**src/rtl/op_fetch_assembler_if.sv**
```systemverilog
// Byte-in / instruction-record-out bundle between the memory byte port,
// the fetch assembler and the 6809/6309 execution sequencer.
interface op_fetch_assembler_if #(
    parameter int PC_W = 16
);
    logic            in_valid;
    logic [7:0]      in_byte;
    logic            in_ready;
    logic            out_valid;
    logic            out_ready;
    logic [1:0]      out_page;
    logic [7:0]      out_opcode;
    logic [7:0]      out_postbyte;
    logic [15:0]     out_operand;
    logic [2:0]      out_len;
    logic            out_illegal;
    logic [PC_W-1:0] out_pc;

    modport master (
        output in_valid, in_byte, out_ready,
        input  in_ready, out_valid, out_page, out_opcode, out_postbyte,
               out_operand, out_len, out_illegal, out_pc
    );

    modport slave (
        input  in_valid, in_byte, out_ready,
        output in_ready, out_valid, out_page, out_opcode, out_postbyte,
               out_operand, out_len, out_illegal, out_pc
    );
endinterface

```
**src/rtl/op_fetch_assembler.sv**
```systemverilog
// Assembles 6809/6309 opcode bytes into whole instruction records (prefix,
// opcode, postbyte, operand) and queues them for the execution sequencer.
module op_fetch_assembler #(
    parameter int QDEPTH     = 2,
    parameter int PC_W       = 16,
    parameter int MAX_PREFIX = 2
) (
    input  logic            cpu_clk,
    input  logic            cpu_reset_n,
    input  logic            flush,
    input  logic [PC_W-1:0] flush_pc,
    op_fetch_assembler_if.slave bus
);
    localparam logic [1:0] S_OP   = 2'd0;
    localparam logic [1:0] S_POST = 2'd1;
    localparam logic [1:0] S_OPHI = 2'd2;
    localparam logic [1:0] S_OPLO = 2'd3;

    localparam int PTR_W = (QDEPTH > 1) ? $clog2(QDEPTH) : 1;
    localparam int CNT_W = $clog2(QDEPTH + 1);
    localparam int PFX_W = $clog2(MAX_PREFIX + 2);

    typedef struct packed {
        logic [1:0]      page;
        logic [7:0]      opcode;
        logic [7:0]      postbyte;
        logic [15:0]     operand;
        logic [2:0]      len;
        logic            illegal;
        logic [PC_W-1:0] pc;
    } rec_t;

    // Shape of a page-1 opcode: {illegal, indexed, operand_count[1:0]}
    function automatic logic [3:0] decode_p1(input logic [7:0] op);
        logic [3:0] hi;
        logic [3:0] lo;
        logic [3:0] r;
        hi = op[7:4];
        lo = op[3:0];
        r  = 4'b0000;
        if (op == 8'h01 || op == 8'h02 || op == 8'h05 || op == 8'h0B ||
            op == 8'h14 || op == 8'h15 || op == 8'h18 || op == 8'h1B ||
            op == 8'h38 || op == 8'h3E)
            r = 4'b1000;
        else if (hi == 4'h6 || hi == 4'hA || hi == 4'hE || (op >= 8'h30 && op <= 8'h33))
            r = 4'b0100;
        else if (op == 8'h8D)
            r = 4'b0001;
        else if (hi == 4'h8 || hi == 4'hC)
            r = (lo == 4'h3 || lo == 4'hC || lo == 4'hE) ? 4'b0010 : 4'b0001;
        else if (hi == 4'h0 || hi == 4'h9 || hi == 4'hD || hi == 4'h2)
            r = 4'b0001;
        else if (hi == 4'h7 || hi == 4'hB || hi == 4'hF || op == 8'h16 || op == 8'h17)
            r = 4'b0010;
        else if (op == 8'h1A || op == 8'h1C || op == 8'h1E || op == 8'h1F ||
                 (op >= 8'h34 && op <= 8'h37) || op == 8'h3C)
            r = 4'b0001;
        return r;
    endfunction

    function automatic logic [3:0] decode_p23(input logic [7:0] op, input logic page3);
        logic [3:0] hi;
        logic [3:0] r;
        hi = op[7:4];
        r  = 4'b1000;
        if (!page3 && op >= 8'h21 && op <= 8'h2F)
            r = 4'b0010;
        else if (op == 8'h83 || op == 8'h8C || op == 8'h8E || op == 8'hCE ||
                 hi == 4'hB || hi == 4'hF)
            r = 4'b0010;
        else if (hi == 4'h9 || hi == 4'hD)
            r = 4'b0001;
        else if (hi == 4'hA || hi == 4'hE)
            r = 4'b0100;
        else if (op == 8'h3F)
            r = 4'b0000;
        return r;
    endfunction

    // Extra operand bytes implied by an indexed postbyte (offsets / extended indirect)
    function automatic logic [1:0] post_extra(input logic [7:0] pb);
        logic [1:0] r;
        r = 2'd0;
        if (pb[7]) begin
            if (pb[3:0] == 4'h8 || pb[3:0] == 4'hC)
                r = 2'd1;
            else if (pb[3:0] == 4'h9 || pb[3:0] == 4'hD || pb[4:0] == 5'h1F)
                r = 2'd2;
        end
        return r;
    endfunction

    logic [1:0]       state_q, state_d;
    logic [PC_W-1:0]  pc_q, pc_d;
    logic [PC_W-1:0]  start_pc_q, start_pc_d;
    logic [1:0]       page_q, page_d;
    logic [PFX_W-1:0] pfx_q, pfx_d;
    logic [7:0]       opcode_q, opcode_d;
    logic [7:0]       post_q, post_d;
    logic [15:0]      operand_q, operand_d;
    logic [2:0]       len_q, len_d;
    logic             ill_q, ill_d;

    logic [PTR_W-1:0] wr_ptr_q, wr_ptr_d;
    logic [PTR_W-1:0] rd_ptr_q, rd_ptr_d;
    logic [CNT_W-1:0] count_q, count_d;
    rec_t             q_mem_q [QDEPTH];

    logic       full;
    logic       accept;
    logic       fin;
    logic       push;
    logic       pop;
    logic [3:0] dec;
    logic [1:0] extra;
    logic [2:0] len_inc;
    rec_t       rec_d;
    rec_t       head;

    assign full   = (count_q == CNT_W'(QDEPTH));
    assign accept = bus.in_valid & bus.in_ready;
    assign push   = fin;
    assign pop    = bus.out_valid & bus.out_ready & ~flush;

    assign bus.in_ready = cpu_reset_n & ~full & ~flush;

    always_comb begin
        state_d    = state_q;
        pc_d       = pc_q;
        start_pc_d = start_pc_q;
        page_d     = page_q;
        pfx_d      = pfx_q;
        opcode_d   = opcode_q;
        post_d     = post_q;
        operand_d  = operand_q;
        len_d      = len_q;
        ill_d      = ill_q;
        fin        = 1'b0;
        dec        = 4'b0000;
        extra      = 2'd0;
        len_inc    = (len_q == 3'd7) ? 3'd7 : len_q + 3'd1;

        if (accept) begin
            pc_d  = pc_q + 1'b1;
            len_d = len_inc;
            case (state_q)
                S_OP: begin
                    if (bus.in_byte == 8'h10 || bus.in_byte == 8'h11) begin
                        page_d = bus.in_byte[0] ? 2'd3 : 2'd2;
                        pfx_d  = pfx_q + 1'b1;
                        if (int'(pfx_q) >= MAX_PREFIX) begin
                            ill_d = 1'b1;
                            fin   = 1'b1;
                        end
                    end else begin
                        opcode_d = bus.in_byte;
                        dec      = (page_q == 2'd0) ? decode_p1(bus.in_byte)
                                                    : decode_p23(bus.in_byte, page_q[0]);
                        ill_d    = dec[3];
                        if (dec[2])
                            state_d = S_POST;
                        else if (dec[1:0] == 2'd2)
                            state_d = S_OPHI;
                        else if (dec[1:0] == 2'd1)
                            state_d = S_OPLO;
                        else
                            fin = 1'b1;
                    end
                end
                S_POST: begin
                    post_d = bus.in_byte;
                    extra  = post_extra(bus.in_byte);
                    if (extra == 2'd2)
                        state_d = S_OPHI;
                    else if (extra == 2'd1)
                        state_d = S_OPLO;
                    else
                        fin = 1'b1;
                end
                S_OPHI: begin
                    operand_d[15:8] = bus.in_byte;
                    state_d         = S_OPLO;
                end
                default: begin
                    operand_d[7:0] = bus.in_byte;
                    fin            = 1'b1;
                end
            endcase
        end

        // Record captures this cycle's byte so the write costs no extra cycle
        rec_d.page     = page_d;
        rec_d.opcode   = opcode_d;
        rec_d.postbyte = post_d;
        rec_d.operand  = operand_d;
        rec_d.len      = len_d;
        rec_d.illegal  = ill_d;
        rec_d.pc       = start_pc_q;

        if (fin || flush) begin
            state_d   = S_OP;
            page_d    = 2'd0;
            pfx_d     = '0;
            opcode_d  = 8'h00;
            post_d    = 8'h00;
            operand_d = 16'h0000;
            len_d     = 3'd0;
            ill_d     = 1'b0;
        end
        if (fin)
            start_pc_d = pc_d;
        if (flush) begin
            pc_d       = flush_pc;
            start_pc_d = flush_pc;
        end
    end

    always_comb begin
        wr_ptr_d = wr_ptr_q;
        rd_ptr_d = rd_ptr_q;
        count_d  = count_q;
        if (flush) begin
            wr_ptr_d = '0;
            rd_ptr_d = '0;
            count_d  = '0;
        end else begin
            if (push)
                wr_ptr_d = (wr_ptr_q == PTR_W'(QDEPTH - 1)) ? '0 : wr_ptr_q + 1'b1;
            if (pop)
                rd_ptr_d = (rd_ptr_q == PTR_W'(QDEPTH - 1)) ? '0 : rd_ptr_q + 1'b1;
            if (push && !pop)
                count_d = count_q + CNT_W'(1);
            else if (pop && !push)
                count_d = count_q - CNT_W'(1);
        end
    end

    always_ff @(posedge cpu_clk or negedge cpu_reset_n) begin
        if (!cpu_reset_n) begin
            state_q    <= S_OP;
            pc_q       <= '0;
            start_pc_q <= '0;
            page_q     <= 2'd0;
            pfx_q      <= '0;
            opcode_q   <= 8'h00;
            post_q     <= 8'h00;
            operand_q  <= 16'h0000;
            len_q      <= 3'd0;
            ill_q      <= 1'b0;
            wr_ptr_q   <= '0;
            rd_ptr_q   <= '0;
            count_q    <= '0;
        end else begin
            state_q    <= state_d;
            pc_q       <= pc_d;
            start_pc_q <= start_pc_d;
            page_q     <= page_d;
            pfx_q      <= pfx_d;
            opcode_q   <= opcode_d;
            post_q     <= post_d;
            operand_q  <= operand_d;
            len_q      <= len_d;
            ill_q      <= ill_d;
            wr_ptr_q   <= wr_ptr_d;
            rd_ptr_q   <= rd_ptr_d;
            count_q    <= count_d;
        end
    end

    always_ff @(posedge cpu_clk) begin
        if (push)
            q_mem_q[wr_ptr_q] <= rec_d;
    end

    // Empty queue presents an all-zero head so stale entries never leak out
    assign head = (count_q != '0) ? q_mem_q[rd_ptr_q] : '0;

    assign bus.out_valid    = (count_q != '0);
    assign bus.out_page     = head.page;
    assign bus.out_opcode   = head.opcode;
    assign bus.out_postbyte = head.postbyte;
    assign bus.out_operand  = head.operand;
    assign bus.out_len      = head.len;
    assign bus.out_illegal  = head.illegal;
    assign bus.out_pc       = head.pc;
endmodule

```
**src/flat_wrapper.sv**
```systemverilog
// flat-port wrapper written by rule: the top's interface ports become plain ports
module op_fetch_assembler_flat 
#(
    parameter int QDEPTH     = 2,
    parameter int PC_W       = 16,
    parameter int MAX_PREFIX = 2
)
  (cpu_clk, cpu_reset_n, flush, flush_pc, bus_in_valid, bus_in_byte, bus_out_ready, bus_in_ready, bus_out_valid, bus_out_page, bus_out_opcode, bus_out_postbyte, bus_out_operand, bus_out_len, bus_out_illegal, bus_out_pc);
  op_fetch_assembler_if #(.PC_W(PC_W)) bus_i ();
  input  logic cpu_clk;
  input  logic cpu_reset_n;
  input  logic flush;
  input  logic [PC_W-1:0] flush_pc;
  input wire logic [$bits(bus_i.in_valid)-1:0] bus_in_valid;
  input wire logic [$bits(bus_i.in_byte)-1:0] bus_in_byte;
  input wire logic [$bits(bus_i.out_ready)-1:0] bus_out_ready;
  output wire logic [$bits(bus_i.in_ready)-1:0] bus_in_ready;
  output wire logic [$bits(bus_i.out_valid)-1:0] bus_out_valid;
  output wire logic [$bits(bus_i.out_page)-1:0] bus_out_page;
  output wire logic [$bits(bus_i.out_opcode)-1:0] bus_out_opcode;
  output wire logic [$bits(bus_i.out_postbyte)-1:0] bus_out_postbyte;
  output wire logic [$bits(bus_i.out_operand)-1:0] bus_out_operand;
  output wire logic [$bits(bus_i.out_len)-1:0] bus_out_len;
  output wire logic [$bits(bus_i.out_illegal)-1:0] bus_out_illegal;
  output wire logic [$bits(bus_i.out_pc)-1:0] bus_out_pc;
  assign bus_i.in_valid = bus_in_valid;
  assign bus_i.in_byte = bus_in_byte;
  assign bus_i.out_ready = bus_out_ready;
  assign bus_in_ready = bus_i.in_ready;
  assign bus_out_valid = bus_i.out_valid;
  assign bus_out_page = bus_i.out_page;
  assign bus_out_opcode = bus_i.out_opcode;
  assign bus_out_postbyte = bus_i.out_postbyte;
  assign bus_out_operand = bus_i.out_operand;
  assign bus_out_len = bus_i.out_len;
  assign bus_out_illegal = bus_i.out_illegal;
  assign bus_out_pc = bus_i.out_pc;
  op_fetch_assembler #(.QDEPTH(QDEPTH), .PC_W(PC_W), .MAX_PREFIX(MAX_PREFIX)) u_core (.cpu_clk(cpu_clk), .cpu_reset_n(cpu_reset_n), .flush(flush), .flush_pc(flush_pc), .bus(bus_i));
endmodule
```
**config.mk**
```make
export PLATFORM = sky130hd
export DESIGN_NAME = op_fetch_assembler_flat
export DESIGN_NICKNAME = d
export VERILOG_FILES = /design/src/rtl/op_fetch_assembler_if.sv /design/src/rtl/op_fetch_assembler.sv /design/src/flat_wrapper.sv
export SDC_FILE = /design/constraint.sdc
export NUM_CORES = 1
export LEC_CHECK = 0
export CORE_ASPECT_RATIO = 0.5
export CORE_MARGIN = 1.5
export CORE_UTILIZATION = 55
export CTS_CLUSTER_DIAMETER = 150
export DETAILED_ROUTE_END_ITERATION = 12
export DONT_BUFFER_PORTS = 1
export HOLD_SLACK_MARGIN = 0.15
export PLACE_DENSITY = 0.7
export SKIP_CTS_REPAIR_TIMING = 1
export SLEW_MARGIN = 10
export SYNTH_ARGS = -nofsm -noshare
export SYNTH_HDL_FRONTEND = slang
export SYNTH_SLANG_ARGS = --single-unit
export TNS_END_PERCENT = 10
```
**constraint.sdc**
```tcl
create_clock -name cpu_clk -period 5.17 [get_ports cpu_clk]
set_clock_uncertainty 0.1 [all_clocks]
set_input_delay 1.2925 -clock cpu_clk [delete_from_list [all_inputs] [get_ports cpu_clk]]
set_output_delay 1.2925 -clock cpu_clk [all_outputs]
set_load 0.1 [all_outputs]
```
==> reports/qor.yml, run 1 <==
run_status:
  status: "finished, final reports clean"
setup_path:
  critPathSlowestCell: "dfrtp_4"
  cp_max_fo: 55
  worstSetupStartpointType: "register"
  crit_chain: "mux2i_1 -> nor2_2"
  crit_required_ps: 3780
  crit_arrival_ps: 2680
  critPathKind: "reg -> out"
  cp-end-kind: "output pin"
  critPathMaxStageDelay_ps: 1050
detailed_routing:
  viasPerCell: 5.57
  vias: 4655
  drcViolationCount: 0
  drt-initial-drc-count: 330
  antenna_left: 0
  wire_per_inst_um: 18.1
  firstDrtPassIters: 4
  wl_um: 15100
power_and_ir_drop:
  ir_drop_mv: 0.190
  power.density_nw_per_um2: 366
  power.leakage_uw: 0.00339
die:
  die-area_um2: 15800
  initial_core_util: 0.566
  core_um2: 14500
  row_count: 31
  die_h_um: 89.5
  die_w_um: 176
  num_io_pins: 85
global_route:
  grt_pass1_vias: 4566
  grt.overflow.total: 0
  antenna_found_initial: 0
  grt_pass1_wl_um: 24400
  grt_max_degree: 80
  globalRouteTotalUtil: 0.208
cts:
  cts_tree: "yes"
  cts_inserted_buffers: 17
  cts.reportedPaths.clkPinSlew_ps: 70
  cts-root-buf: "clkbuf_16"
  insertion_delay_ps: 430
  htree_num_levels: 4
  cts_num_sinks: 186
  clockBufferDepth: 2
synth:
  ys.flop_type: "edfxtp_1"
  yosys-top-cells-area: "edfxtp_1 39%, dfrtp_1 24%, mux2i_1 6.8%, mux2_2 3.8%, nor2_1 3.5%"
  netlist_top_cells_count: "108 x edfxtp_1, 78 x dfrtp_1, 76 x nor2_1, 56 x mux2i_1, 45 x nor2b_1"
  synth_cell_types: 52
  synth.avg_cell_area_um2: 13.0
  synthArstFlopShare: 0.419
  synthMostInstantiatedCell: "edfxtp_1"
  synth_top_family_by_area: "multiplexers"
  ys_warn_count: 0
  yosys.area_share.simple: 0.127
  ys_ff_latch: 186
  synth_top_area_share: 0.394
  syn-cell-area_um2: 8230
  synth_edf_count: 108
  synth_cells: 631
  synth_xor_area_frac: 0.0191
  ys_seq_area_frac: 0.631
  syn_nets: 670
  synth_fa_ha_area_frac: 0.0152
  synth_mux_area_frac: 0.136
  synth_compound_area_frac: 0.0471
  yosysTopAreaCell: "edfxtp_1"
timing:
  worstMarginPinSlew_ps: 1130
  setup_viol: 0
  slew_viol_final: 0
  post-route-period-util: 0.788
  whs_ps: 386
  hold_viol_final: 0
  slew_headroom: 0.244
  finalSetupTns_ps: 0
  clock.fmax_mhz: 245
  period_needed_ps: 4070
  grt_setup_unrepaired: "false"
place:
  placed_cells: 803
  dp_hpwl_um: 9550
  io_buffers: 0
  gp_congestion: 0.837
run:
  cap_violations: 0
cells_and_area:
  drive_above_1_share: 0.231
  n_antenna_cell: 0
  area_growth_pct: 10.9
  fin_nets: 663
  nFillCells: 1094
  fin_cells: 835
worst_hold_path:
  hp-class: "reg -> reg"
-- critical path: cells and delay by family, from the launching register on --
kind	cells	cell delay, ps
DFF	1	1050
muxes	1	290
and+or+nand+nor	1	870
-- power by group --
part | switching (µW) | internal (µW) | leakage (µW) | total [µW]
Clock | 592 | 733 | 0.000294 | 1330
Combinational | 234 | 98.1 | 0.00106 | 332
Sequential | 46.9 | 1640 | 0.00203 | 1680
-- cells in the final DEF, fill, tap and decap left out, types with 3 or more instances in the layout --
cell and instances:
nor2b_1 44, a2111oi_0 4, nand4_1 6, mux2i_1 56, ha_1 10, clkinv_4 3
nor3_1 8, nand3_1 9, nand2_1 38, xnor2_1 12, mux2_2 28, edfxtp_1 108
xor2_1 6, a211oi_1 3, o21ai_0 27, mux2_4 16, dfrtp_1 77, inv_1 9
a21oi_1 11, a21o_1 4, inv_8 5, buf_4 8, clkbuf_16 17, and3_1 5
nand2b_1 6, or3_1 3, nor4_1 4, nor2_1 21, nor2_2 54
-- through the flow --
step | setup WS (ps) | instance area [µm²] | util | total power [µW]
detailed placement | 860 | 8520 | 0.586 | 2050
global placement | 907 | 8520 | 0.586 | 2040
global route | 958 | 9130 | 0.628 | 3460
floorplan | 51.6 | 8240 | - | 2000
finish | 1100 | 9130 | 0.628 | 3340
CTS | 1020 | 9130 | 0.628 | 3370
-- cells by family (layout without fill, tap and decap cells) --
| family | after synthesis | in the layout |
|---|---|---|
| buffers and inverters | 43 | 49 |
| AND/OR/NAND/NOR | 212 | 212 |
| adder cells (fa/ha/maj) | 10 | 10 |
| AO/OA/AOI/OAI | 62 | 62 |
| flip-flops | 186 | 186 |
| multiplexers | 100 | 100 |
| XOR/XNOR | 18 | 18 |
-- final cells by class --
type	instances	area, µm²	area share
Clock buffer	17	425	0.0466
Timing Repair Buffer	8	60.1	0.00658
Clock inverter	15	180	0.0197
Tap cell	198	248	0.0271
Sequential cell	186	5200	0.570
Inverter	9	33.8	0.00370
Multi-Input combinational cell	402	2980	0.327
-- routing by layer --
metal	up-vias	part of all wire	track usage
li1	2243	-	-
met1	2303	0.48	0.281
met2	94	0.45	0.331
met3	15	0.056	0.0612
met4	0	0.010	0.0668
met5	-	0	0
-- worst paths after layout --
path	from	to	slack, ps	cells after the start
min in group asynchronous	cpu_reset_n	u_core.pc_q[12]$_DFF_PN0_	450	0
worst min-delay path	u_core.start_pc_q[5]$_DFFE_PN0N_	u_core.q_mem_q[0][5]$_DFFE_PP_	390	0
worst max-delay path	u_core.rd_ptr_q$_DFFE_PN0P_	bus_out_illegal	1100	2
worst max register to register	u_core.page_q[0]$_DFF_PN0_	u_core.post_q[2]$_DFF_PN0_	1920	9
max in group asynchronous	cpu_reset_n	u_core.page_q[0]$_DFF_PN0_	4370	0
worst min register to register	u_core.start_pc_q[5]$_DFFE_PN0N_	u_core.q_mem_q[0][5]$_DFFE_PP_	390	0
-- state kept, by name (all words and copies together) (netlist names) --
signal	flops
u_core.len_q	3
u_core.count_q	2
u_core.q_mem_q	108
u_core.start_pc_q	16
u_core.ill_q	1
u_core.pc_q	16
u_core.post_q	8
u_core.state_q	2
u_core.rd_ptr_q	1
u_core.pfx_q	2
u_core.opcode_q	8
u_core.wr_ptr_q	1
u_core.page_q	2
u_core.operand_q	16
(Power assumes the default switching activity.)
==> run 2: changes to the inputs <==
- clock period: 5.17 -> 4 ns (I/O delays scaled with it)
==> reports/qor.yml, run 2 (synthesized netlist as in run 1, its figures left out) <==
run_status:
  status: "finished, final reports clean"
setup_path:
  r2r_slack_ps: 920
  crit_family: "compound AO/OA/AOI/OAI gates"
  cp-end-kind: "register"
  critPathMaxStageDelay_ps: 460
  crit_required_ps: 4240
  critPathSlowestCell: "a2111oi_0"
  critPathKind: "in -> reg"
  worstSetupStartpointType: "input port"
  worstPathBufferInverterCount: 1
  cp_max_fo: 38
  crit_chain: "or3_1 -> a2111oi_0 -> a211oi_1 -> nand4_1 -> a21o_1 -> a22o_1 -> ha_1 -> a32o_2 -> or2_4 -> buf_4 -> nor2b_1"
  crit_arrival_ps: 3660
die:
  num_io_pins: 85
  initial_core_util: 0.566
  row_count: 31
  die_w_um: 176
  die-area_um2: 15800
  die_h_um: 89.5
  core_um2: 14500
timing:
  hold_viol_final: 0
  worstMarginPinSlew_ps: 854
  clock.fmax_mhz: 292
  grt_setup_unrepaired: "false"
  slew_headroom: 0.430
  post-route-period-util: 0.855
  fin_ws_ps: 578
  slew_viol_final: 0
  finalSetupTns_ps: 0
  period_needed_ps: 3420
  setup_viol: 0
global_route:
  met1_usage: 0.285
  grt.overflow.total: 0
  grt_pass1_wl_um: 25100
  met3_usage: 0.0502
  grt_max_degree: 80
  globalRouteTotalUtil: 0.212
  antenna_found_initial: 0
  grtUsageMet2: 0.346
  grt_pass1_vias: 4932
  grt-busiest-layer: "met2"
place:
  gp_congestion: 0.942
  place_area_um2: 8980
  dp_hpwl_um: 10200
  io_buffers: 0
  placed_cells: 859
  pre_cts_ws_ps: 170
cts:
  insertion_delay_ps: 420
  htree_num_levels: 4
  cts_num_sinks: 186
  cts_tree: "yes"
  clockBufferDepth: 2
  cts-root-buf: "clkbuf_16"
  cts_inserted_buffers: 17
  cts.reportedPaths.clkPinSlew_ps: 60
power_and_ir_drop:
  seq_power_share: 0.499
  power.switching_uw: 1080
  share_comb_of_total_power: 0.111
  power.leakage_uw: 0.00371
  ir_drop_mv: 0.270
  power.density_nw_per_um2: 453
  p_int_uw: 3260
  clock_power_share: 0.390
  switching_share: 0.249
detailed_routing:
  wire_per_inst_um: 17.7
  firstDrtPassIters: 5
  viasPerCell: 5.57
  vias: 4973
  antenna_left: 0
  drcViolationCount: 0
  drt-initial-drc-count: 381
  wl_um: 15800
cells_and_area:
  fin_util: 0.660
  layout_commonest_cell: "edfxtp_1"
  fin_cells: 893
  stdcell_area_um2: 9600
  largest_register_ffs: 108
  area_growth_pct: 16.6
  largest-register: "u_core.q_mem_q"
  layout_common_cells: "108 x edfxtp_1, 77 x dfrtp_1, 61 x buf_4, 56 x mux2i_1, 54 x nor2_2"
  drive_above_1_share: 0.289
  n_antenna_cell: 0
  fin_nets: 721
worst_hold_path:
  hp-class: "in -> async"
run:
  cap_violations: 0
-- run 2: per-layer routing --
layer	up-vias	share of wire
met3	24	0.051
met5	-	0
met4	0	0.016
li1	2347	-
met2	134	0.46
met1	2468	0.47
-- run 2: power by group through the flow --
| stage | registers, µW | logic (µW) | clock network [µW] |
|---|---|---|---|
| 2_1_floorplan | 2190 | 400 | 0 |
| 6_report | 2170 | 482 | 1690 |
| 5_1_grt | 2180 | 514 | 1800 |
| 3_5_place_dp | 2210 | 476 | 0 |
| 4_1_cts | 2170 | 478 | 1730 |
| 3_3_place_gp | 2200 | 468 | 0 |
-- run 2: stage by stage --
step / total power [µW] / hold slack (ps)
CTS: 4370 / 145
detailed placement: 2680 / 363
floorplan: 2590 / 342
finish: 4350 / 176
global route: 4490 / 151
global placement: 2670 / 360
-- run 2: worst paths after layout --
path                                                  start                        endpoint  depth (start not counted)
setup / recovery                             bus_in_byte[0]    u_core.opcode_q[1]$_DFF_PN0_                         11
min in group cpu_clk       u_core.start_pc_q[1]$_DFFE_PN0N_  u_core.q_mem_q[0][1]$_DFFE_PP_                          0
hold reg to reg            u_core.start_pc_q[1]$_DFFE_PN0N_  u_core.q_mem_q[0][1]$_DFFE_PP_                          0
max in group asynchronous                       cpu_reset_n       u_core.pc_q[12]$_DFF_PN0_                          1
hold / removal                                  cpu_reset_n        u_core.pc_q[0]$_DFF_PN0_                          0
setup reg to reg                 u_core.page_q[0]$_DFF_PN0_     u_core.pfx_q[1]$_DFFE_PN0P_                          9
-- run 2: layout make-up --
type                    count  area [µm²]
multi-input cells         402        2990
flip-flops and latches    186        5200
well taps                 198         248
inverters                   9        33.8
clock buffers              19         433
repair buffers             66         538
clock inverters            13         165
fillers                  1096        4940
==> patch 1, RTL diff (config.mk and constraints of run 2) <==
`MAX_PREFIX` is set to 2 in 2 places; all go to 4.
--- a/src/rtl/op_fetch_assembler.sv
+++ b/src/rtl/op_fetch_assembler.sv
@@ -3,7 +3,7 @@
 module op_fetch_assembler #(
     parameter int QDEPTH     = 2,
     parameter int PC_W       = 16,
-    parameter int MAX_PREFIX = 2
+    parameter int MAX_PREFIX = 4
 ) (
     input  logic            cpu_clk,
     input  logic            cpu_reset_n,
--- a/src/flat_wrapper.sv
+++ b/src/flat_wrapper.sv
@@ -3,7 +3,7 @@
 #(
     parameter int QDEPTH     = 2,
     parameter int PC_W       = 16,
-    parameter int MAX_PREFIX = 2
+    parameter int MAX_PREFIX = 4
 )
   (cpu_clk, cpu_reset_n, flush, flush_pc, bus_in_valid, bus_in_byte, bus_out_ready, bus_in_ready, bus_out_valid, bus_out_page, bus_out_opcode, bus_out_postbyte, bus_out_operand, bus_out_len, bus_out_illegal, bus_out_pc);
   op_fetch_assembler_if #(.PC_W(PC_W)) bus_i ();
Formal check against the unedited RTL: not equivalent (Yosys sat finds a counterexample within 4 cycles, from zero or initial values and one cycle with cpu_reset_n low).
==> patch 1 against run 2 <==
Design area shrank 0.10%. Wire length decreased by 3.2%. Critical path depth fell by 1. Clock power is 4% lower. First-iteration DRC count shrank 13%. Sequential cell count rose by 1. Combinational power down 34%. Worst setup slack better by 0.036 ns. Total power shrank 5.4%. Synthesized area decreased by 0.20%. Highest routed layer unchanged.
==> patch 1: results (changes against run 2) <==
fillers: 1066 (-2.7%)
Worst-path clk slew: 0.07 ns
global-route usage over all layers: 20.92% (-0.29 points)
Slew @ Worst Pin: 0.8418 ns (-0.01194 ns)
Worst EP arrival: 3.59 ns (-0.07 ns)
vias in the first global route: 4801 (-2.7%)
Max H-tree Level: 4 (unchanged)
Post-Synth XOR/XNOR Area: 1.919% (+0.0038 points)
via count: 4979 (+0.12%)
R2R Path Start: u_core.page_q[0]
most instantiated cells after synthesis: 108 x edfxtp_1, 79 x dfrtp_1, 74 x nor2_1, 56 x mux2i_1, 45 x nand2_1
final setup vio count: 0 (unchanged)
Synth cell types: 57 (+9.6%)
DR iter-0 viols: 331 (-13%)
adder-cell area share of the yosys netlist: 1.523% (+0.0030 points)
run status: complete, no violations
Compound-Gate Fraction of Synth Area: 4.888% (+0.18 points)
synthesized net count: 673 (+0.45%)
crit path max fanout: 24 (-37%)
ranking of synthesized cells by area: edfxtp_1 39%, dfrtp_1 24%, mux2i_1 6.8%
nets: 725 (+0.55%)
largest family of logic cells by synthesized area: simple AND/OR/NAND/NOR gates
cell leakage power: 0.003727 µW (+0.40%)
area post-placement: 9000 µm² (+0.18%)
Worst VDD drop: 0.0001975 V (-27%)
share of layout cells above drive strength 1: 29.47% (+0.55 points)
worst skew pair latency: 0.43 ns
first-pass GRT wire length: 24730 µm (-1.6%)
Final HPWL DP: 9860 µm (-3.2%)
CP max stage delay: 0.49 ns (+0.03 ns)
HP Class: input port to async pin
largest net degree at the start of global routing: 81 (+1.3%)
multiplexer share of the synthesized area: 12.58% (-0.98 points)
EDFF count, synth: 108 (unchanged)
FF-to-FF End: u_core.ill_q
total wire length: 15320 µm (-3.2%)
Async SR Flop Fraction: 42.25% (+0.31 points)
FF-to-FF setup slack: 1.26 ns (+0.34 ns)
Seq/Total Area, Yosys: 63.53% (+0.43 points)
Port Buffer Count: 0 (unchanged)
Final Wtd Congestion: 0.8173 (-13%)
-- patch 1: cell count changes after synthesis, moves of 4 or more --
cell / before / now
mux2_2: 28 / 42
nor2b_1: 45 / 41
mux2_4: 16 / 0
nand2_1: 38 / 45
nand3_1: 9 / 13
and4_1: 1 / 6
-- patch 1: logic make-up (layout without fill, tap and decap cells) --
logic type,after synthesis,count (layout)
compound gates,63,63
xor+xnor,18,18
fa+ha+maj,10,10
buf+inv,42,107
flops,187,187
mux,98,98
simple gates,216,216
-- patch 1: layer usage --
metal | up-vias | GRT usage (%) | wire length, µm
met2 | 106 | 34.28 | 7251
met3 | 18 | 3.529 | 561
met1 | 2486 | 28.73 | 7307
met4 | 0 | 7.848 | 202
li1 | 2369 | - | -
met5 | - | 0 | 0
-- patch 1: worst max path at each step --
stage	start	to	slack, ns	cells after the start
floorplan	bus_in_byte[0]	u_core.q_mem_q[1][0]	-0.46	10
global placement	bus_in_byte[2]	u_core.ill_q	0.39	11
detailed placement	bus_in_byte[4]	u_core.post_q[4]	0.17	10
CTS	bus_in_byte[4]	u_core.operand_q[6]	0.62	10
global route	bus_in_byte[4]	u_core.len_q[1]	0.36	10
finish	bus_in_byte[4]	u_core.operand_q[6]	0.61	10
-- patch 1: power breakdown --
part	total (µW)	internal (µW)	leakage [µW]	switching, µW
clock network	1630	879	0.000280	754
logic	317	111	0.00134	206
registers	2160	2120	0.00211	44.8
-- patch 1: layout make-up --
| type | count | area (µm²) | area share [%] |
|---|---|---|---|
| multi-input combinational | 405 | 2957 | 30.82 |
| tap | 198 | 247.7 | 2.583 |
| clock buffer | 17 | 425.4 | 4.435 |
| timing repair buffer | 66 | 548.0 | 5.714 |
| clock inverter | 15 | 156.4 | 1.631 |
| inverter | 9 | 33.78 | 0.3522 |
| sequential | 187 | 5224 | 54.46 |
-- patch 1: stage by stage --
stage          hold WS [ns]  worst slack (ns)  instances  total power (µW)  setup TNS [ns]
2_1_floorplan        0.3382           -0.4618        634              2446          -25.26
3_3_place_gp         0.3486            0.3868        864              2505               0
3_5_place_dp         0.3546            0.1659        864              2515               0
4_1_cts              0.1464            0.6163        896              4138               0
5_1_grt              0.1512            0.3593        897              4262               0
6_report             0.1683            0.6147        897              4111               0
==> patch 2, RTL diff (settings of run 2) <==
Made on the original files. Take the reset off `operand_q` and load it in a clocked block of its own.
--- a/src/rtl/op_fetch_assembler.sv
+++ b/src/rtl/op_fetch_assembler.sv
@@ -244,7 +244,6 @@
             pfx_q      <= '0;
             opcode_q   <= 8'h00;
             post_q     <= 8'h00;
-            operand_q  <= 16'h0000;
             len_q      <= 3'd0;
             ill_q      <= 1'b0;
             wr_ptr_q   <= '0;
@@ -258,13 +257,16 @@
             pfx_q      <= pfx_d;
             opcode_q   <= opcode_d;
             post_q     <= post_d;
-            operand_q  <= operand_d;
             len_q      <= len_d;
             ill_q      <= ill_d;
             wr_ptr_q   <= wr_ptr_d;
             rd_ptr_q   <= rd_ptr_d;
             count_q    <= count_d;
         end
+    end
+
+    always_ff @(posedge cpu_clk) begin
+        operand_q <= operand_d;
     end
 
     always_ff @(posedge cpu_clk) begin
Function: same outputs for any inputs over 4 cycles, from zero or initial values and one cycle with cpu_reset_n low; that may be too few to reach the edited logic, so the function may still have changed.
==> patch 2 against run 2 <==
Sequential cell count did not move. Worst setup slack got worse by 0.022 ns. Clock power fell by 5%. Total power fell by 2.2%. Wire length fell by 5.9%. Design area fell by 1.1%. Synthesized area fell by 0.97%.
==> patch 2: results (changes against run 2) <==
cell count after placement: 860 (+0.12%)
multiplexer share of the synthesized area: 13.69% (+0.13 points)
FF-to-FF End: u_core.opcode_q[3]
run status: complete, no violations
M1 wire length: 7213 µm (-2.6%)
adder-cell area share of the yosys netlist: 1.535% (+0.015 points)
CP max stage delay: 0.43 ns (-0.03 ns)
wire length on met3: 632 µm (-22%)
DR WL/cell: 16.68 µm (-5.9%)
Worst-path clk slew: 0.07 ns
vias in the first global route: 4652 (-5.7%)
metal2 WL: 6934 µm (-5.7%)
Seq/Total Area, Yosys: 62.74% (-0.36 points)
Longest Clk Path Bufs: 2 (unchanged)
first-pass GRT wire length: 23920 µm (-4.9%)
via count: 4842 (-2.6%)
most instantiated cells after synthesis: 108 x edfxtp_1, 76 x nor2_1, 62 x dfrtp_1, 56 x mux2i_1, 45 x nor2b_1
GR Util met3: 4.209% (-0.81 points)
worst hold slack: 0.1775 ns (+0.001424 ns)
share of layout cells above drive strength 1: 29.35% (+0.43 points)
Worst EP arrival: 3.68 ns (+0.02 ns)
First-pass DRT Iterations: 4 (-1)
cell leakage power: 0.003601 µW (-3.0%)
Syn. warnings: 0 (unchanged)
Synth cell types: 53 (+1.9%)
max FFs per register: 108 (unchanged)
Synth Instances: 631 (unchanged)
Async SR Flop Fraction: 33.33% (-8.6 points)
FF-to-FF setup slack: 1.10 ns (+0.18 ns)
total wire length: 14900 µm (-5.9%)
CP top delay family: simple AND/OR/NAND/NOR gates
DR iter-0 viols: 242 (-36%)
dpl ws: 0.1790 ns (+0.008725 ns)
ranking of synthesized cells by area: edfxtp_1 40%, dfrtp_1 19%, mux2i_1 6.9%
Post-Synth XOR/XNOR Area: 1.934% (+0.019 points)
largest net degree at the start of global routing: 64 (-20%)
antenna violations before repair: 0 (unchanged)
crit path max fanout: 34 (-11%)
global-route usage over all layers: 20.05% (-1.2 points)
CP max-delay cell: or2_4
Final Wtd Congestion: 0.8320 (-12%)
met1 GRT Util: 27.74% (-0.75 points)
met2 usage in global routing: 32.94% (-1.7 points)
Compound-Gate Fraction of Synth Area: 4.773% (+0.062 points)
fillers: 1062 (-3.1%)
Reg area: 5119 µm² (-1.5%)
Worst VDD drop: 0.0002920 V (+8.0%)
area post-placement: 8916 µm² (-0.75%)
==> patch 2: area by class of cell <==
class	instances	share of cell area, %
flip-flops and latches	186	53.90
multi-input cells	402	31.49
repair buffers	66	5.639
clock buffers	21	4.954
well taps	198	2.609
clock inverters	11	1.054
inverters	9	0.3557
==> patch 2: worst max path at each step <==
stage | start | cells after the start | slack (ns) | to
after floorplan | bus_in_byte[7] | 11 | -0.07 | u_core.q_mem_q[0][0]
after global placement | bus_in_byte[7] | 11 | 0.26 | u_core.q_mem_q[1][42]
after detailed placement | bus_in_byte[7] | 11 | 0.18 | u_core.page_q[1]
after CTS | bus_in_byte[7] | 11 | 0.58 | u_core.opcode_q[3]
after global routing | bus_in_byte[7] | 11 | 0.42 | u_core.post_q[6]
final | bus_in_byte[7] | 11 | 0.56 | u_core.opcode_q[3]
==> patch 2: power breakdown <==
part / internal [µW] / total, µW / switching [µW]
sequential: 2110 / 2170 / 54.2
clock: 870 / 1610 / 736
combinational: 159 / 477 / 318
